[config.mk]
export PLATFORM = sky130hd
export DESIGN_NAME = instr_fetch_unit_flat
export DESIGN_NICKNAME = d
export VERILOG_FILES = /design/src/rtl/ifetch_pkg.sv /design/src/rtl/instr_fetch_unit_if.sv /design/src/rtl/ifetch_skid_fifo.sv /design/src/rtl/instr_fetch_unit.sv /design/src/flat_wrapper.sv
export SDC_FILE = /design/constraint.sdc
export NUM_CORES = 1
export LEC_CHECK = 0
export BUFFER_PORTS_ARGS = -buffer_cell sky130_fd_sc_hd__buf_2
export CORE_MARGIN = 2
export CORE_UTILIZATION = 44
export DETAILED_ROUTE_END_ITERATION = 7
export GPL_ROUTABILITY_DRIVEN = 0
export GPL_TIMING_DRIVEN = 0
export PLACE_DENSITY = 0.78
export SLEW_MARGIN = 20
export SYNTH_ARGS = -nofsm -noshare
export SYNTH_HDL_FRONTEND = slang
export SYNTH_SLANG_ARGS = --single-unit
export TNS_END_PERCENT = 10
[constraint.sdc]
create_clock -name clk -period 5.1 [get_ports clk]
set_clock_uncertainty 0.05 [all_clocks]
set_input_delay 1.02 -clock clk [delete_from_list [all_inputs] [get_ports clk]]
set_output_delay 1.02 -clock clk [all_outputs]
set_load 0.02 [all_outputs]
[src/rtl/ifetch_pkg.sv]
// Shared definitions for the instruction fetch unit: widths, the 32-bit
// instruction field layout, opcode constants, the halt word and FSM states.
package ifetch_pkg;

    localparam int IFETCH_ADDR_W = 5;
    localparam int IFETCH_DATA_W = 32;

    // Field positions of the 32-bit instruction format
    localparam int OPCODE_LSB = 0;
    localparam int OPCODE_MSB = 6;
    localparam int RD_LSB     = 7;
    localparam int RD_MSB     = 11;
    localparam int FUNCT3_LSB = 12;
    localparam int FUNCT3_MSB = 15;
    localparam int RS1_LSB    = 16;
    localparam int RS1_MSB    = 20;
    localparam int RS2_LSB    = 21;
    localparam int RS2_MSB    = 25;
    localparam int FUNCT7_LSB = 26;
    localparam int FUNCT7_MSB = 29;

    localparam logic [6:0] OPC_R = 7'b0110011;
    localparam logic [6:0] OPC_I = 7'b0010011;
    localparam logic [6:0] OPC_S = 7'b0100011;

    // An all-zero word stops the fetch stream
    localparam logic [IFETCH_DATA_W-1:0] HALT_WORD = '0;

    typedef enum logic [1:0] {
        ST_IDLE = 2'd0,
        ST_RUN  = 2'd1,
        ST_HALT = 2'd2
    } ifetch_state_e;

    typedef struct packed {
        logic [3:0] funct7;
        logic [4:0] rs2;
        logic [4:0] rs1;
        logic [3:0] funct3;
        logic [4:0] rd;
        logic [6:0] opcode;
    } inst_fields_t;

    // Split a raw word into its named fields (used by decode-side consumers)
    function automatic inst_fields_t split_fields(input logic [IFETCH_DATA_W-1:0] w);
        inst_fields_t f;
        f.opcode = w[OPCODE_MSB:OPCODE_LSB];
        f.rd     = w[RD_MSB:RD_LSB];
        f.funct3 = w[FUNCT3_MSB:FUNCT3_LSB];
        f.rs1    = w[RS1_MSB:RS1_LSB];
        f.rs2    = w[RS2_MSB:RS2_LSB];
        f.funct7 = w[FUNCT7_MSB:FUNCT7_LSB];
        return f;
    endfunction

    function automatic logic is_known_opcode(input logic [6:0] op);
        return (op == OPC_R) || (op == OPC_I) || (op == OPC_S);
    endfunction

endpackage

[src/rtl/instr_fetch_unit_if.sv]
// Bus bundle of the fetch unit: instruction-memory read port and the
// valid/ready delivery channel towards decode.
interface instr_fetch_unit_if #(
    parameter int ADDR_W = 5,
    parameter int DATA_W = 32
);
    logic [ADDR_W-1:0] imem_addr;
    logic [DATA_W-1:0] imem_data;
    logic              inst_valid;
    logic              inst_ready;
    logic [DATA_W-1:0] inst_data;
    logic [ADDR_W-1:0] inst_pc;

    // Fetch unit side
    modport master (
        output imem_addr,
        input  imem_data,
        output inst_valid,
        input  inst_ready,
        output inst_data,
        output inst_pc
    );

    // Memory/decode side
    modport slave (
        input  imem_addr,
        output imem_data,
        input  inst_valid,
        output inst_ready,
        input  inst_data,
        input  inst_pc
    );
endinterface

[src/rtl/ifetch_skid_fifo.sv]
// Small skid buffer holding {pc, data} entries between the memory response
// and decode. DEPTH must be a power of two so the pointers wrap naturally.
module ifetch_skid_fifo #(
    parameter int WIDTH = 37,
    parameter int DEPTH = 2
) (
    input  logic                     clk,
    input  logic                     rst,
    input  logic                     push,
    input  logic [WIDTH-1:0]         push_data,
    input  logic                     pop,
    input  logic                     flush,
    output logic [WIDTH-1:0]         head_data,
    output logic [$clog2(DEPTH):0]   count
);
    localparam int PTR_W = $clog2(DEPTH);
    localparam int CNT_W = PTR_W + 1;

    logic [PTR_W-1:0] wr_ptr_q;
    logic [PTR_W-1:0] rd_ptr_q;
    logic [CNT_W-1:0] count_q;
    logic [WIDTH-1:0] rd_view [DEPTH];

    // Pointer and occupancy bookkeeping; flush empties the buffer at once
    always_ff @(posedge clk) begin
        if (rst || flush) begin
            wr_ptr_q <= '0;
            rd_ptr_q <= '0;
            count_q  <= '0;
        end else begin
            if (push) wr_ptr_q <= wr_ptr_q + PTR_W'(1);
            if (pop)  rd_ptr_q <= rd_ptr_q + PTR_W'(1);
            count_q <= count_q + CNT_W'(push) - CNT_W'(pop);
        end
    end

    genvar gi;
    generate
        for (gi = 0; gi < DEPTH; gi++) begin : g_entry
            logic [WIDTH-1:0] entry_q;
            // Each slot captures the pushed word when the write pointer selects it
            always_ff @(posedge clk) begin
                if (push && (wr_ptr_q == PTR_W'(gi))) entry_q <= push_data;
            end
            assign rd_view[gi] = entry_q;
        end
    endgenerate

    assign head_data = rd_view[rd_ptr_q];
    assign count     = count_q;

endmodule

[src/rtl/instr_fetch_unit.sv]
// Instruction fetch unit: issues word addresses to a 1-cycle registered
// instruction memory, tags returned words with their PC and hands them to
// decode through a small skid buffer. Halts on an all-zero word or after
// LAST_ADDR. Optional performance counters under IFETCH_PERF_CNT_EN.
module instr_fetch_unit
    import ifetch_pkg::*;
#(
    parameter int ADDR_W     = IFETCH_ADDR_W,
    parameter int DATA_W     = IFETCH_DATA_W,
    parameter int START_ADDR = 0,
    parameter int LAST_ADDR  = 31,
    parameter int FIFO_DEPTH = 2
) (
    input  logic              clk,
    input  logic              rst,
    input  logic              start,
    input  logic              redirect_valid,
    input  logic [ADDR_W-1:0] redirect_addr,
    output logic              busy,
    output logic              halted,
`ifdef IFETCH_PERF_CNT_EN
    output logic [15:0]       fetch_count,
    output logic [15:0]       stall_count,
`endif
    instr_fetch_unit_if.master bus
);
    localparam int CNT_W   = $clog2(FIFO_DEPTH) + 1;
    localparam int ENTRY_W = ADDR_W + DATA_W;

    ifetch_state_e     state_q;
    logic [ADDR_W-1:0] pc_q;
    logic [ADDR_W-1:0] inflight_pc_q;
    logic              inflight_q;

    logic [CNT_W-1:0]   fifo_count;
    logic [ENTRY_W-1:0] fifo_head;
    logic               fifo_valid;
    logic               run;
    logic               pop;
    logic               push;
    logic               flush;
    logic               issue;
    logic               halt_now;
    logic               resp_zero;
    logic               resp_last;
    logic               has_room;
    logic [ADDR_W-1:0]  pc_inc;

    assign fifo_valid = (fifo_count != '0);
    assign run        = (state_q == ST_RUN);

    // Issue/response decisions; a redirect kills the arriving response and
    // a halting response suppresses any issue in the same cycle
    always_comb begin
        pop       = fifo_valid & bus.inst_ready;
        resp_zero = (bus.imem_data == DATA_W'(HALT_WORD));
        resp_last = (inflight_pc_q == ADDR_W'(LAST_ADDR));
        push      = run & inflight_q & ~redirect_valid & ~resp_zero;
        halt_now  = run & inflight_q & ~redirect_valid & (resp_zero | resp_last);
        has_room  = (int'(fifo_count) + int'(inflight_q) - int'(pop)) < FIFO_DEPTH;
        issue     = run & ~redirect_valid & ~halt_now & has_room;
        flush     = (run & redirect_valid) | (~run & start);
        // The PC parks on LAST_ADDR instead of wrapping to 0
        pc_inc    = (pc_q == ADDR_W'(LAST_ADDR)) ? pc_q : pc_q + ADDR_W'(1);
    end

    // Control FSM plus PC and in-flight tracking
    always_ff @(posedge clk) begin
        if (rst) begin
            state_q       <= ST_IDLE;
            pc_q          <= ADDR_W'(START_ADDR);
            inflight_q    <= 1'b0;
            inflight_pc_q <= '0;
        end else begin
            inflight_q <= issue;
            unique case (state_q)
                ST_IDLE, ST_HALT: begin
                    if (start) begin
                        state_q <= ST_RUN;
                        pc_q    <= ADDR_W'(START_ADDR);
                    end
                end
                ST_RUN: begin
                    if (redirect_valid) begin
                        pc_q <= redirect_addr;
                    end else if (halt_now) begin
                        state_q <= ST_HALT;
                    end else if (issue) begin
                        inflight_pc_q <= pc_q;
                        pc_q          <= pc_inc;
                    end
                end
                default: state_q <= ST_IDLE;
            endcase
        end
    end

    ifetch_skid_fifo #(
        .WIDTH (ENTRY_W),
        .DEPTH (FIFO_DEPTH)
    ) u_fifo (
        .clk       (clk),
        .rst       (rst),
        .push      (push),
        .push_data ({inflight_pc_q, bus.imem_data}),
        .pop       (pop),
        .flush     (flush),
        .head_data (fifo_head),
        .count     (fifo_count)
    );

    assign bus.imem_addr  = pc_q;
    assign bus.inst_valid = fifo_valid;
    assign {bus.inst_pc, bus.inst_data} = fifo_valid ? fifo_head : '0;
    assign busy   = (state_q != ST_IDLE);
    assign halted = (state_q == ST_HALT) && !fifo_valid;

`ifdef IFETCH_PERF_CNT_EN
    logic [15:0] fetch_count_q;
    logic [15:0] stall_count_q;

    // Saturating counters of pushed words and back-pressured cycles
    always_ff @(posedge clk) begin
        if (rst || start) begin
            fetch_count_q <= '0;
            stall_count_q <= '0;
        end else begin
            if (push && (fetch_count_q != 16'hFFFF))
                fetch_count_q <= fetch_count_q + 16'd1;
            if (fifo_valid && !bus.inst_ready && (stall_count_q != 16'hFFFF))
                stall_count_q <= stall_count_q + 16'd1;
        end
    end

    assign fetch_count = fetch_count_q;
    assign stall_count = stall_count_q;
`endif

endmodule

[src/flat_wrapper.sv]
// flat-port wrapper written by rule: the top's interface ports become plain ports
module instr_fetch_unit_flat import ifetch_pkg::*;
#(
    parameter int ADDR_W     = IFETCH_ADDR_W,
    parameter int DATA_W     = IFETCH_DATA_W,
    parameter int START_ADDR = 0,
    parameter int LAST_ADDR  = 31,
    parameter int FIFO_DEPTH = 2
)
  (clk, rst, start, redirect_valid, redirect_addr, busy, halted, bus_imem_addr, bus_imem_data, bus_inst_valid, bus_inst_ready, bus_inst_data, bus_inst_pc);
  instr_fetch_unit_if #(.ADDR_W(ADDR_W), .DATA_W(DATA_W)) bus_i ();
  input  logic clk;
  input  logic rst;
  input  logic start;
  input  logic redirect_valid;
  input  logic [ADDR_W-1:0] redirect_addr;
  output logic busy;
  output logic halted;
  output wire logic [$bits(bus_i.imem_addr)-1:0] bus_imem_addr;
  input wire logic [$bits(bus_i.imem_data)-1:0] bus_imem_data;
  output wire logic [$bits(bus_i.inst_valid)-1:0] bus_inst_valid;
  input wire logic [$bits(bus_i.inst_ready)-1:0] bus_inst_ready;
  output wire logic [$bits(bus_i.inst_data)-1:0] bus_inst_data;
  output wire logic [$bits(bus_i.inst_pc)-1:0] bus_inst_pc;
  assign bus_imem_addr = bus_i.imem_addr;
  assign bus_i.imem_data = bus_imem_data;
  assign bus_inst_valid = bus_i.inst_valid;
  assign bus_i.inst_ready = bus_inst_ready;
  assign bus_inst_data = bus_i.inst_data;
  assign bus_inst_pc = bus_i.inst_pc;
  instr_fetch_unit #(.ADDR_W(ADDR_W), .DATA_W(DATA_W), .START_ADDR(START_ADDR), .LAST_ADDR(LAST_ADDR), .FIFO_DEPTH(FIFO_DEPTH)) u_core (.clk(clk), .rst(rst), .start(start), .redirect_valid(redirect_valid), .redirect_addr(redirect_addr), .busy(busy), .halted(halted), .bus(bus_i));
endmodule
[Word-level counts from Yosys, hierarchy flattened]
Index checks and enable logic that the tools add are counted.
Storage, ports and cells
  bits in registers: 91
  input port bits: 42
  output and inout port bits: 45
  logic and storage cells: 74
Cells by class
  add/sub/neg operators: 7
  order comparisons: 2
  equality and inequality tests: 10
  muxes and demuxes: 14
  bitwise gates (word level): 18
  reductions and logical operators: 14
Operators by type and width (count)
  two-way mux 37 bit: 4
  logical NOT 32 bit: 1
  < comparator 32 x 3 -> 1 bit, second input constant: 1
  subtractor 32 x 2 -> 32 bit: 1
  two-way mux 5 bit: 5
  AND 1 bit: 10
  == test 5 bit, second input constant: 2
  one-hot mux 5 bit (2 select lines): 1
  != test 3 bit, second input constant: 3
  two-way mux 2 bit: 3
  != test 2 bit, second input constant: 3
  nonzero test 2 bit: 3
  adder 5 x 1 -> 5 bit, second input constant: 1
  NOT 1 bit: 5
  AND reduction 5 bit: 1
  one-hot mux 2 bit (2 select lines): 1
  AND reduction 4 bit: 1
  adder 2 x 1 -> 3 bit: 1
  logical AND 1 bit: 3
  AND reduction 3 bit: 1
  adder 1 bit, second input constant: 2
  adder 2 x 1 -> 2 bit: 1
  == test 2 x 1 -> 1 bit, second input constant: 1
  == test 2 bit, second input constant: 1
  8 further kinds: 9

[Depth between registers and ports, before layout]
Gate-level depths: netlist of the first run.
  depth after elaboration: 11
  depth in mapped cells: 12
  depth with buffers taken out: 12

[Hierarchy]
From an unflattened synthesis of the first run, not the netlist that was laid out.
Second synthesis, totals
  cells, all modules: 266
  area, all modules: 4042.6 um2
Modules (own cells, without submodules)
  ifetch_skid_fifo: times used 1, cells an instance 132, area each 2942.8 um2, sequential area each 2302.2 um2
  instr_fetch_unit: times used 1, cells an instance 134, area each 1099.8 um2, sequential area each 260.2 um2

[Worst setup path before layout of the first run]
OpenSTA, ideal clock, no wires.
  kind: in2reg
  from: input redirect_valid
  to: register u_core.u_fifo.g_entry[0].entry_q[0], enable pin
  library setup time: 431 ps
  arrival: 3163 ps
  data required time: 4619 ps
  slack: 1456 ps
  stages: 4
  path buffers: 1
  path through: buf_6 > nor2_2 > o211ai_1 > nor2_1
On the way
  longest elaborated chain between the ends: 4
RTL lines
  start: declaration: line flat_wrapper.sv:15  | input logic redirect_valid;
  NOT 1 bit: line instr_fetch_unit.sv:58  | push = run & inflight_q & ~redirect_valid & ~resp_zero;
  AND 1 bit (2 in series): line instr_fetch_unit.sv:58
  logical AND 1 bit: line ifetch_skid_fifo.sv:43  | if (push && (wr_ptr_q == PTR_W'(gi))) entry_q <= push_data;
  end signal: assignment: line ifetch_skid_fifo.sv:43
  end: declaration: line ifetch_skid_fifo.sv:40  | logic [WIDTH-1:0] entry_q;
No other way between the ends.
A chain may end at the register's enable or synchronous reset.

[Worst setup path after layout of the first run]
  from: register u_core.u_fifo.count_q[1] (netlist: u_core.u_fifo.count[1])
  to: output bus_inst_data[28]
On the way
  longest elaborated chain between the ends: 2
RTL lines
  start: declaration: line ifetch_skid_fifo.sv:21  | logic [CNT_W-1:0] count_q;
  start signal: assignment: line ifetch_skid_fifo.sv:33  | count_q <= count_q + CNT_W'(push) - CNT_W'(pop);
  nonzero test 2 bit: line instr_fetch_unit.sv:49  | assign fifo_valid = (fifo_count != '0);
  two-way mux 37 bit: line instr_fetch_unit.sv:114  | assign {bus.inst_pc, bus.inst_data} = fifo_valid ? fifo_head : '0;
  end: declaration: line flat_wrapper.sv:23  | output wire logic [$bits(bus_i.inst_data)-1:0] bus_inst_data;
No other way between the ends.

==> metrics.txt, run 1 <==
vias in the first global route 2477; DR WL/cell 15.3 um; # Post-CTS Setup Buffers 0; Resized cells post-CTS 0; Hold Slack 445 ps; first-pass GRT wire length 12.2 mm; mux contribution to synthesized area 11.9%; Crit. End Element primary output; clk slew on worst S/H paths 90 ps; Layout Nets 433; TritonRoute pass-1 iters 4; clk_lat worst skew 350 ps; setup_tns 0 ps; number of antenna violations at the first check in global routing 0; HPWL after DPL 5.58 mm; reg2reg path depth 12; prevailing post-synth register cell edfxtp_1; status completed; Starting Density 44.9%; # port buffers 85; synthesized flop and latch total 91; ys async rst share 0%; Setup CP Type reg -> out; CTS Root Cell clkbuf_8; I/O pins 87; Worst path depth 5; CP top delay family buffers and inverters; CP cell instances nor2_1 -> clkbuf_1 -> clkbuf_1 -> nor2_1 -> buf_2; Sink Count 91; ANT cells 0; DRC 0; fin cells 493; CTS max path bufs 2; CP Max Fanout 10; Peak Freq 0.308 GHz; die footprint 9590 um^2; synth warn 0; Mapped Area 3880 um^2; fin crit share 63.7%; Via density 5.01; Placed Cells 477; Syn Inst Count 282; Fillers 739; simple-gate area share of the yosys netlist 10.1%; Peak VDD IR 0.155 mV; Setup-failing EPs final 0; Pwr Density 287 nW/um^2; Die Y-Extent 97.9 um; synth-to-layout area growth 21.2%; Netlist cell types 35; Synth area leader edfxtp_1; XOR/XNOR Fraction of Synth Area 1.35%; Hold Path Class reg -> reg; CTS tree yes; area share of the largest cell type after synthesis 57.3%; H-Tree Depth 3; static leakage 0.00179 uW; unrepaired setup endpoints after global routing false; Crit path largest cell delay 490 ps; Hold Path Cell Cnt 0; total clock buffers created by CTS 9; Row Count 34; largest family of logic cells by synthesized area multiplexers; Routed Wire Length 7.57 mm; Post-Syn Nets 335; CORE AREA 8640 um^2; Antenna Violating Nets Remaining 0; Bufs and invs on worst path 3; pin count of the biggest net entering global routing 28; Mean Syn Cell Area 13.8 um^2; Overflow after GRT 0; WP data required 4030 ps; Post-CTS Hold Buffers 0; Slew Limit Fails 0; area fraction in compound gates after synthesis 4.55%; Worst-Margin Slew 734 ps; Final Hold Fails 0; vias 2471; Adder-Cell Fraction of Synth Area 3.74%; Die Wd 97.9 um; Total GRT Usage 16.2%; Crit-path slowest cell clkbuf_1; Worst Setup Start Kind flop; sequential area share after synthesis 66.0%; EDFF count, synth 74; share of layout cells above drive strength 1 30.1%; slew margin rel. 51.1%; crit path DAT 2180 ps; max cap viols 0; top cells by area, synth edfxtp_1 (57%), mux2i_1 (12%), dfxtp_1 (8.8%), nor2_1 (5.4%), ha_1 (3.2%); DR iter-0 viols 75; Tmin final 3250 ps
-- cell usage after synthesis (3+ instances only) --
master / count
edfxtp_1: 74
mux2i_1: 46
clkbuf_1: 7
nand3_1: 7
nor2_1: 56
xnor2_1: 3
ha_1: 10
nor4_1: 8
a21oi_1: 5
nand2_1: 3
nand2b_1: 4
xor2_1: 3
dfxtp_1: 17
inv_1: 12
-- final timing paths --
check | startpoint | to | slack [ps]
setup / recovery | u_core.u_fifo.count[1] | bus_inst_data[28] | 1850
hold / removal | u_core.inflight_pc_q[0] | u_core.u_fifo.g_entry[1].entry_q[32] | 440
setup reg to reg | u_core.inflight_q | u_core.bus.imem_addr[0] | 2170
hold reg to reg | u_core.inflight_pc_q[0] | u_core.u_fifo.g_entry[1].entry_q[32] | 440
-- power breakdown --
part           total (uW)  switching, uW  leakage (uW)  internal, uW
logic                61.7           35.5      0.000881          26.1
clock network         482            253     0.0000939           229
registers             808           4.18      0.000811           804
-- flip-flops by register name (all words and copies together) (netlist names) --
name and flops:
u_core.inflight_pc_q 5, u_core.u_fifo.rd_ptr_q 1, u_core.u_fifo.count 2, u_core.u_fifo.wr_ptr_q 1
u_core.bus.imem_addr 5, u_core.u_fifo.g_entry.entry_q 74, u_core.state_q 2, u_core.inflight_q 1
-- metal layers --
layer / GRT usage, % / vias to the layer above / share of wire (%)
li1: - / 1217 / -
met1: 21.1 / 1166 / 44
met2: 27.6 / 79 / 48
met3: 3.44 / 9 / 6.1
met4: 4.81 / 0 / 1.0
met5: 0 / - / 0
-- cell type report --
cell class	instances	area [um^2]	share of cell area (%)
plain buffers	10	47.5	1.01
clock buffers	9	124	2.63
clock inverters	7	75.1	1.60
inverters	12	45.0	0.958
multi-input cells	169	1240	26.4
flip-flops and latches	91	2560	54.5
well taps	108	135	2.87
repair buffers	87	473	10.1
-- layout by cell type (no fill, tap or decap), types with 4 or more instances in the layout --
cell type,Yosys,layout
buf_2,2,87
edfxtp_1,74,74
nor2_1,56,54
mux2i_1,46,46
dfxtp_1,17,17
inv_1,12,12
ha_1,10,10
clkbuf_8,0,9
nor4_1,8,8
clkbuf_1,7,7
nand3_1,7,7
a21oi_1,5,5
nand2b_1,4,4
-- through the flow --
stage / utilization, % / power (uW) / instance area [um^2] / setup slack, ps
floorplan: - / 854 / 3880 / 1460
global placement: 51.4 / 884 / 4440 / 594
detailed placement: 52.2 / 887 / 4500 / 1480
CTS: 54.5 / 1360 / 4700 / 1800
global route: 54.5 / 1390 / 4700 / 1660
finish: 54.5 / 1350 / 4700 / 1850
-- kinds of logic (layout without fill, tap and decap cells) --
logic type | Yosys count | in the layout
AOI/OAI and AO/OA | 19 | 19
xor gates and xnor gates | 6 | 6
DFF | 91 | 91
buffers and inverters | 22 | 125
muxes | 46 | 46
adders and majority gates | 11 | 11
and+or+nand+nor | 87 | 87
Note: power is estimated with default switching activity, not from simulation.
==> inputs of run 2 (changes only) <==
clock period = 3.1 ns   (was 5.1 ns; I/O delays follow)
==> run 2 against run 1 <==
- sequential power rose by 65%
- global-route usage did not move
- critical path depth rose by 6
- non-clock buffer count rose by 2
- first-iteration DRC count rose by 11%
- final cell count rose by 0.41%
- core utilization rose by 0.17 points
- final area rose by 0.32%
- count of clock-buffer cells in the layout did not move
- routed wire length rose by 0.59%
- worst hold slack got worse by 24 ps
- critical endpoint is now u_core.inflight_pc_q[4]
- largest power group unchanged
==> metrics.txt, run 2 (same netlist as run 1, synthesis figures left out) <==
Antenna Violating Nets Remaining 0; Setup-failing EPs final 0; CTS max path bufs 2; HPWL after DPL 5.58 mm; I/O pins 87; most frequent cells in the layout buf_2 (87), edfxtp_1 (74), nor2_1 (54); max reg flops 74; slew margin rel. 51.0%; Row Count 34; first-pass GRT wire length 12.2 mm; Starting Density 44.9%; Worst Setup Start Kind flop; fin cells 495; TritonRoute pass-1 iters 4; ANT cells 0; Crit. End Element flop; Final Hold Fails 0; fin crit share 93.6%; Die Wd 97.9 um; Tmin final 2900 ps; Pwr Density 472 nW/um^2; CP Max Fanout 6; FF-to-FF setup slack 200 ps; pin count of the biggest net entering global routing 28; status completed; total clock buffers created by CTS 9; DRC 0; clk slew on worst S/H paths 90 ps; Hold Slack 421 ps; commonest non-fill, non-tap cell in the layout buf_2; Slew Limit Fails 0; DR WL/cell 15.4 um; Overflow after GRT 0; clk_lat worst skew 350 ps; CTS tree yes; multi-input logic area 1240 um^2; crit path DAT 3080 ps; Fillers 739; vias in the first global route 2477; Setup CP Type reg -> reg; Layout Nets 435; WP data required 3280 ps; Post-CTS Hold Buffers 0; number of antenna violations at the first check in global routing 0; vias 2474; Peak Freq 0.345 GHz; die footprint 9590 um^2; Sink Count 91; Routed Wire Length 7.61 mm; Resized cells post-CTS 0; # port buffers 85; max cap viols 0; Reg with most FFs u_core.u_fifo.g_entry.entry_q; static leakage 0.00180 uW; unrepaired setup endpoints after global routing false; Die Y-Extent 97.9 um; H-Tree Depth 3; Total GRT Usage 16.2%; Via density 5.00; share of layout cells above drive strength 1 30.5%; DR iter-0 viols 83; register area 2560 um^2; CTS Root Cell clkbuf_8; Hold Path Class in -> reg; synth-to-layout area growth 21.6%; Placed Cells 477; Worst-Margin Slew 735 ps; CORE AREA 8640 um^2; Peak VDD IR 0.256 mV
-- run 2: changes by cell type in the layout (fill, tap and decap cells not counted), sizes merged --
cell and change:
buf +2
-- run 2: worst max-delay path, stage by stage (launching register included) --
cell	delay, ps
dfxtp_1	500
ha_1	230
inv_1	90
ha_1	290
inv_1	40
ha_1	170
ha_1	180
nand2b_1	170
a21boi_1	170
a2111oi_4	600
mux2i_1	270
nor2_1	50
-- run 2: timing repair --
item / CTS / global route
setup endpoints to repair: 0 / 1
setup buffers: 0 / 2
endpoints found under the hold margin: 0 / 0
-- run 2: routing by layer --
metal	vias up	share of wire, %	GRT usage, %
met5	-	0	0
met4	0	1.0	4.81
met3	9	5.5	3.44
met2	71	48	27.6
met1	1173	45	21.1
li1	1221	-	-
-- run 2: worst paths after layout --
kind | start | endpoint | cells after the start
setup / recovery | u_core.inflight_q | u_core.inflight_pc_q[4] | 11
hold / removal | bus_imem_data[0] | u_core.u_fifo.g_entry[1].entry_q[0] | 1
setup reg to reg | u_core.inflight_q | u_core.inflight_pc_q[4] | 11
hold reg to reg | u_core.inflight_pc_q[0] | u_core.u_fifo.g_entry[1].entry_q[32] | 0
-- run 2: layout make-up --
type                            instances  share of cell area (%)
Sequential cell                        91                    54.3
Clock buffer                            9                    2.63
Multi-Input combinational cell        169                    26.3
Timing Repair Buffer                   89                    10.3
Clock inverter                          7                    1.59
Inverter                               12                   0.955
Tap cell                              108                    2.86
Buffer                                 10                    1.01
-- run 2: metrics by stage --
step	worst slack, ps	power [uW]	area (um^2)	util, %	TNS [ps]
after floorplan	-144	1400	3880	-	-10680
after global placement	-1010	1450	4440	51.4	-74130
after detailed placement	-121	1460	4500	52.2	-121
after CTS	154	2240	4700	54.5	0
after global routing	14.1	2300	4720	54.6	0
final	200	2230	4720	54.6	0
-- run 2: power breakdown --
group | total, uW | switching, uW | internal (uW) | leakage (uW)
clock network | 792 | 415 | 377 | 0.0000939
registers | 1330 | 6.91 | 1320 | 0.000811
logic | 106 | 59.6 | 46.8 | 0.000891
